==> config.mk <==
export PLATFORM = sky130hd
export DESIGN_NAME = pc_branch_unit_flat
export DESIGN_NICKNAME = d
export VERILOG_FILES = /design/src/rtl/pc_branch_unit_if.sv /design/src/rtl/pc_branch_unit.sv /design/src/flat_wrapper.sv
export SDC_FILE = /design/constraint.sdc
export NUM_CORES = 1
export LEC_CHECK = 0
export CAP_MARGIN = 20
export CORE_AREA = 2 2 78 80
export DETAILED_ROUTE_END_ITERATION = 10
export DIE_AREA = 0 0 80 82
export PLACE_DENSITY = 0.83
export SLEW_MARGIN = 25
export SYNTH_ARGS = -nofsm -noshare
export SYNTH_HDL_FRONTEND = slang
export SYNTH_SLANG_ARGS = --single-unit
export TNS_END_PERCENT = 1
==> constraint.sdc <==
create_clock -name clk -period 9.45 [get_ports clk]
set_clock_uncertainty 0.15 [all_clocks]
set_input_delay 0.945 -clock clk [delete_from_list [all_inputs] [get_ports clk]]
set_output_delay 0.945 -clock clk [all_outputs]
set_load 0.01 [all_outputs]
==> src/rtl/pc_branch_unit_if.sv <==
// Bus between the decoder (master) and the PC/branch stage (slave).
// pc_en is a single-cycle commit pulse; there is no ready, the stage always accepts it.
interface pc_branch_unit_if #(
    parameter int ADDR_W = 16
);
    logic              pc_en;
    logic [15:0]       instr;
    logic [15:0]       rtarget;
    logic [4:0]        flags_in;
    logic              flags_we;
    logic [ADDR_W-1:0] pc;
    logic [4:0]        psr;
    logic [15:0]       link;
    logic              link_we;
    logic              taken;
    logic              halted;

    modport master (
        output pc_en, instr, rtarget, flags_in, flags_we,
        input  pc, psr, link, link_we, taken, halted
    );

    modport slave (
        input  pc_en, instr, rtarget, flags_in, flags_we,
        output pc, psr, link, link_we, taken, halted
    );
endinterface

==> src/rtl/pc_branch_unit.sv <==
// Program counter and PSR stage: advances PC on each decoder commit, resolves
// Bcond/Jcond/JAL against the registered flags, and halts on a branch-to-self.
module pc_branch_unit #(
    parameter int                ADDR_W   = 16,
    parameter logic [ADDR_W-1:0] RESET_PC = '0
) (
    input logic           clk,
    input logic           reset,
    pc_branch_unit_if.slave bus
);
    logic [ADDR_W-1:0] pc_q;
    logic [4:0]        psr_q;
    logic              halted_q;

    logic              is_bcond;
    logic              is_jcond;
    logic              is_jal;
    logic [3:0]        cond;
    logic              c, l, f, z, n;
    logic [15:0]       cond_vec;
    logic              cond_ok;
    logic              taken;
    logic [ADDR_W-1:0] disp;
    logic [ADDR_W-1:0] pc_plus1;
    logic [ADDR_W-1:0] next_pc;

    assign is_bcond = (bus.instr[15:12] == 4'b1100);
    assign is_jcond = (bus.instr[15:12] == 4'b0100) && (bus.instr[7:4] == 4'b1100);
    assign is_jal   = (bus.instr[15:12] == 4'b0100) && (bus.instr[7:4] == 4'b1000);
    assign cond     = bus.instr[11:8];

    // Conditions always look at the registered PSR, never at flags_in.
    assign {c, l, f, z, n} = psr_q;
    // Bit k of cond_vec is the truth of condition code k.
    assign cond_vec = {1'b0, 1'b1, n | z, ~n & ~z, l | z, ~l & ~z, ~f, f,
                       ~n, n, ~l, l, ~c, c, ~z, z};
    assign cond_ok  = cond_vec[cond];

    assign taken    = ((is_bcond || is_jcond) && cond_ok) || is_jal;
    assign disp     = {{(ADDR_W-8){bus.instr[7]}}, bus.instr[7:0]};
    assign pc_plus1 = pc_q + 1'b1;

    always_comb begin
        next_pc = pc_plus1;
        if (taken) begin
            if (is_bcond) next_pc = pc_q + disp;
            else          next_pc = bus.rtarget[ADDR_W-1:0];
        end
    end

    always_ff @(posedge clk or negedge reset) begin
        if (!reset) begin
            pc_q     <= RESET_PC;
            psr_q    <= 5'b0;
            halted_q <= 1'b0;
        end else begin
            if (bus.flags_we) psr_q <= bus.flags_in;
            if (bus.pc_en && !halted_q) begin
                // A taken transfer that lands on itself can never make progress.
                if (taken && (next_pc == pc_q)) halted_q <= 1'b1;
                else                            pc_q     <= next_pc;
            end
        end
    end

    assign bus.pc      = pc_q;
    assign bus.psr     = psr_q;
    assign bus.halted  = halted_q;
    assign bus.taken   = taken;
    assign bus.link    = 16'(pc_plus1);
    assign bus.link_we = bus.pc_en && is_jal && !halted_q;
endmodule

==> src/flat_wrapper.sv <==
// flat-port wrapper written by rule: the top's interface ports become plain ports
module pc_branch_unit_flat 
#(
    parameter int                ADDR_W   = 16,
    parameter logic [ADDR_W-1:0] RESET_PC = '0
)
  (clk, reset, bus_pc_en, bus_instr, bus_rtarget, bus_flags_in, bus_flags_we, bus_pc, bus_psr, bus_link, bus_link_we, bus_taken, bus_halted);
  pc_branch_unit_if #(.ADDR_W(ADDR_W)) bus_i ();
  input logic clk;
  input logic reset;
  input wire logic [$bits(bus_i.pc_en)-1:0] bus_pc_en;
  input wire logic [$bits(bus_i.instr)-1:0] bus_instr;
  input wire logic [$bits(bus_i.rtarget)-1:0] bus_rtarget;
  input wire logic [$bits(bus_i.flags_in)-1:0] bus_flags_in;
  input wire logic [$bits(bus_i.flags_we)-1:0] bus_flags_we;
  output wire logic [$bits(bus_i.pc)-1:0] bus_pc;
  output wire logic [$bits(bus_i.psr)-1:0] bus_psr;
  output wire logic [$bits(bus_i.link)-1:0] bus_link;
  output wire logic [$bits(bus_i.link_we)-1:0] bus_link_we;
  output wire logic [$bits(bus_i.taken)-1:0] bus_taken;
  output wire logic [$bits(bus_i.halted)-1:0] bus_halted;
  assign bus_i.pc_en = bus_pc_en;
  assign bus_i.instr = bus_instr;
  assign bus_i.rtarget = bus_rtarget;
  assign bus_i.flags_in = bus_flags_in;
  assign bus_i.flags_we = bus_flags_we;
  assign bus_pc = bus_i.pc;
  assign bus_psr = bus_i.psr;
  assign bus_link = bus_i.link;
  assign bus_link_we = bus_i.link_we;
  assign bus_taken = bus_i.taken;
  assign bus_halted = bus_i.halted;
  pc_branch_unit #(.ADDR_W(ADDR_W), .RESET_PC(RESET_PC)) u_core (.clk(clk), .reset(reset), .bus(bus_i));
endmodule
### Yosys cells after proc, flatten, opt, wreduce, memory -nomap -nowiden

Cells that the tools add are included.

| word-level totals | value |
|---|---|
| register bits after elaboration | 22 |
| bits of input ports | 41 |
| output and inout port bits | 40 |
| logic and storage cells | 37 |

| operators by class | value |
|---|---|
| add/sub/neg operators | 2 |
| $lt $le $gt $ge | 1 |
| eq/ne operators | 5 |
| muxes and demuxes | 4 |
| bitwise operators | 10 |
| reduce and logical (&&, ||, !) cells | 12 |

Operators by type and width:

| cell | number |
|---|---|
| $mux W16 | 2 |
| $add A16 B1 Y16 const B | 1 |
| $add A16 B16 Y16 | 1 |
| $eq A16 B16 Y1 | 1 |
| $eq A4 B4 Y1 const B | 3 |
| $logic_and A1 B1 Y1 | 7 |
| $not A1 Y1 | 6 |
| $lt A4 B5 Y1 const B | 1 |
| $bmux W1 S4 | 1 |
| $eq A4 B3 Y1 const B | 1 |
| $reduce_and A2 Y1 | 2 |
| $and A1 B1 Y1 | 2 |
| $logic_or A1 B1 Y1 | 2 |
| $or A1 B1 Y1 | 2 |
| $logic_not A1 Y1 | 1 |
| $mux W1 | 1 |

### Depth between registers and ports, before layout

| depth | value |
|---|---|
| word-level depth | 11 |
| depth in mapped cells | 12 |
| gate-level depth less buffers | 12 |

### Least setup slack after synthesis

No wires, ideal clock.

| path | value |
|---|---|
| path kind | in2reg |
| from | input bus_instr[0] |
| to | register u_core.pc_q[6] (netlist: u_core.bus.pc[6]) |
| setup time | 0.125 ns |
| data arrival time | 3.853 ns |
| data required time | 9.175 ns |
| path slack | 5.322 ns |
| stages on the path | 12 |
| path buffers | 0 |
| cell sequence | ha_1 fa_1 a211oi_2 o21ai_1 a31oi_1 nor2_1 or3b_2 xnor2_1 o2111ai_1 nor4_4 nor2_4 mux2_4 |

| between the ends | value |
|---|---|
| word-level cells in the longest chain between the ends | 7 |

RTL lines:

| item | line | text |
|---|---|---|
| start, declared | flat_wrapper.sv:12 | `input wire logic [$bits(bus_i.instr)-1:0] bus_instr;` |
| $add A16 B16 Y16 * | pc_branch_unit.sv:46 | `if (is_bcond) next_pc = pc_q + disp;` |
| $mux W16 * | pc_branch_unit.sv:46 |  |
| $mux W16 * | pc_branch_unit.sv:45 | `if (taken) begin` |
| $eq A16 B16 Y1 | pc_branch_unit.sv:60 | `if (taken && (next_pc == pc_q)) halted_q <= 1'b1;` |
| $logic_and A1 B1 Y1 | pc_branch_unit.sv:60 |  |
| $not A1 Y1 (no line) | - |  |
| $reduce_and A2 Y1 (no line) | - |  |
| end signal, assigned | pc_branch_unit.sv:61 | `else pc_q <= next_pc;` |
| end, declared | pc_branch_unit.sv:11 | `logic [ADDR_W-1:0] pc_q;` |

Mark *: on every way between the ends. The rest lies on a longest branch, timed or not.
A chain may end at the register's enable or synchronous reset.

### Final worst setup path

| path | value |
|---|---|
| from | input bus_instr[7] |
| to | register u_core.pc_q[6] (netlist: u_core.bus.pc[6]) |

| between the ends | value |
|---|---|
| word-level cells in the longest chain between the ends | 10 |
| elaborated cells between the ends (all ways) | 14 |
| those cells by class | add/sub (1); eq/ne (3); mux (2); bitwise (1); reduce/logical (7) |

RTL lines:

| item |
|---|
| parallel branches: the longest is 10 deep, another holds $add A16 B16 Y16 |

Parallel ways; which one is timed is not known.

==> impl_metrics.json <==
{
  "status": "completed",
  "avgSynthCellArea_um2": 7.814,
  "htreeDepth": 1,
  "cts_hold_buf": 0,
  "post_cts_resized": 0,
  "layout_common_cells": "clkdlybuf4s50_1 (79), nand2_1 (35), o21ai_0 (30), nor2_1 (27), dfrtp_1 (22)",
  "max_stage_delay_ns": 0.68,
  "powerDensity_nw_per_um2": 222.5,
  "crit_path_end_kind": "register",
  "ys.flop_type": "dfrtp_1",
  "final-max-slew-violation-count": 0,
  "crit_slowest_cell": "clkdlybuf4s50_1",
  "io_buffers": 80,
  "first_iter_violations": 262,
  "numCtsBuffers": 3,
  "io_pins": 81,
  "async_flop_share": 1.000,
  "grt_pass1_wl_um": 15040,
  "diodes": 0,
  "setup_tns_ns": 0,
  "drt_pass1_iterations": 5,
  "setup-violations-final": 0,
  "start_util": 0.5155,
  "syn_inst": 379,
  "synth_seq_area_share": 0.1859,
  "wl_per_cell_um": 18.56,
  "fp.dieH_um": 82,
  "clk_pin_slew_ns": 0.09,
  "fillers": 521,
  "ys_seq_elements": 22,
  "hold_violations": 0,
  "dp_hpwl_um": 7129,
  "leakage_nw": 1.565,
  "worst_pin_slew_ns": 0.9272,
  "post-route-period-util": 0.5431,
  "regArea_um2": 550.5,
  "area_growth_pct": 29.49,
  "clk_latency_ns": 0.27,
  "grt_max_degree": 29,
  "path_class": "primary input to register",
  "cts_setup_buffers": 0,
  "gp_congestion": 0.9525,
  "totalPowerFinal_mw": 0.8533,
  "die_x_um": 80,
  "antenna_found_initial": 0,
  "yosys_warnings": 0,
  "crit_path_start_kind": "primary input",
  "hp-class": "register to register",
  "crit_path_cell_trace": "clkdlybuf4s50_1 > nor3b_1 > o21ai_0 > a211o_1 > inv_4 > o21ba_2 > a2111oi_2 > o2111ai_1 > nor4_4 > nor2_4 > mux2_4",
  "clk_path_buf_depth": 2,
  "fmax_mhz": 194.9,
  "fin_nets": 501,
  "grt-ovfl-total": 0,
  "fp-row-count": 28,
  "syn_nets": 437,
  "cp_data_required_time_ns": 9.46,
  "viasPerCell": 6.311,
  "max_cap_violations": 0,
  "crit_arrival_ns": 5.14,
  "cp_max_fo": 28,
  "numClockSinks": 22,
  "finalWirelength_um": 9593,
  "drive_gt1_frac": 0.06787,
  "final_common_cell": "clkdlybuf4s50_1",
  "fin_crit_ns": 5.132,
  "clockRootBuffer": "clkbuf_8",
  "die_area_um2": 6560,
  "rsz0062_at_grt": "no",
  "coreArea_um2": 5746,
  "grt_pass1_vias": 3080,
  "drtAntennaViolNets": 0,
  "synth_edf_count": 0,
  "ys_types": 68,
  "track_usage": 0.2896,
  "drc": 0,
  "synth_area_um2": 2962,
  "multi_input_area_um2": 2276,
  "vias": 3263,
  "peakVddDrop_v": 0.0001744,
  "relSlewSlack": 0.3806,
  "cts_tree": "done"
}
==> critical path, delay by kind of cell <==
| kind | cells | cell delay (ns) |
|---|---|---|
| muxes | 1 | 0.33 |
| AOI/OAI and AO/OA | 5 | 1.90 |
| buffers and inverters | 2 | 0.95 |
| and+or+nand+nor | 3 | 0.99 |
==> flip-flops by register name, summed over array words and instances, names as in the netlist <==
name and flops:
u_core.bus.psr 5, u_core.bus.pc 16, u_core.bus.halted 1
==> routing by layer <==
metal | up-vias | GRT usage | wire length (µm)
met5 | - | 0 | 0
met4 | 0 | 0.08475 | 234
met3 | 19 | 0.03297 | 663
met2 | 153 | 0.4808 | 4554
met1 | 1536 | 0.3974 | 4140
li1 | 1555 | - | -
==> where the power goes <==
group | switching (mW) | internal [mW] | leakage (nW)
Combinational | 0.275 | 0.280 | 1.26
Sequential | 0.0857 | 0.121 | 0.266
Clock | 0.0346 | 0.0567 | 0.0357
==> final timing paths <==
path | start | end | slack [ns] | cells after the start
max | bus_instr[7] | u_core.bus.pc[6] | 4.32 | 11
min | u_core.bus.halted | u_core.bus.halted | 0.39 | 1
max reg2reg | u_core.bus.pc[0] | u_core.bus.pc[6] | 5.24 | 12
min reg2reg | u_core.bus.halted | u_core.bus.halted | 0.39 | 1
max in group asynchronous | reset | u_core.bus.pc[5] | 8.33 | 1
min in group asynchronous | reset | u_core.bus.pc[13] | 0.48 | 1
==> final cells by class <==
cell class              count  area share
clock buffers               3     0.01077
clock inverters             1    0.007830
inverters                  10     0.01044
multi-input cells         325      0.5935
flip-flops and latches     22      0.1436
well taps                  75     0.02447
repair buffers             81      0.2095
==> cell families after synthesis <==
kind of cell             count (synthesis)  synth area share
XOR/XNOR                                27           0.07985
multiplexers                            16           0.06295
buffers and inverters                   32           0.04563
adder cells (fa/ha/maj)                 17           0.07436
AO/OA/AOI/OAI                          117            0.2742
flip-flops                              22            0.1859
AND/OR/NAND/NOR                        148            0.2772
==> synthesized netlist by cell type (6+ instances only) <==
master | n | area share
a31oi_1 | 9 | 0.019
ha_1 | 16 | 0.068
a21oi_1 | 18 | 0.030
or3_1 | 6 | 0.013
nand2_1 | 35 | 0.044
and3_1 | 8 | 0.017
dfrtp_1 | 22 | 0.19
nor2_1 | 27 | 0.034
clkbuf_1 | 11 | 0.014
inv_1 | 9 | 0.011
xor2_1 | 12 | 0.035
nor2b_1 | 7 | 0.015
mux2i_1 | 7 | 0.024
o21a_1 | 6 | 0.015
nand3_1 | 12 | 0.020
and2_1 | 7 | 0.015
nor3_1 | 7 | 0.012
nand4_1 | 11 | 0.023
buf_2 | 7 | 0.012
o21ai_0 | 30 | 0.051
xnor2_1 | 15 | 0.044
==> through the flow <==
| step | area [µm²] | setup WS [ns] | cells | hold WS, ns | utilization |
|---|---|---|---|---|---|
| CTS | 3840 | 4.435 | 517 | 0.3828 | 0.6683 |
| finish | 3835 | 4.318 | 517 | 0.3852 | 0.6675 |
| global placement | 3769 | 4.198 | 513 | 0.3558 | 0.6559 |
| detailed placement | 3769 | 4.160 | 513 | 0.3592 | 0.6559 |
| global route | 3835 | 4.181 | 517 | 0.4161 | 0.6675 |
| floorplan | 2962 | 5.322 | 379 | 0.3715 | - |
(Power assumes the default switching activity.)
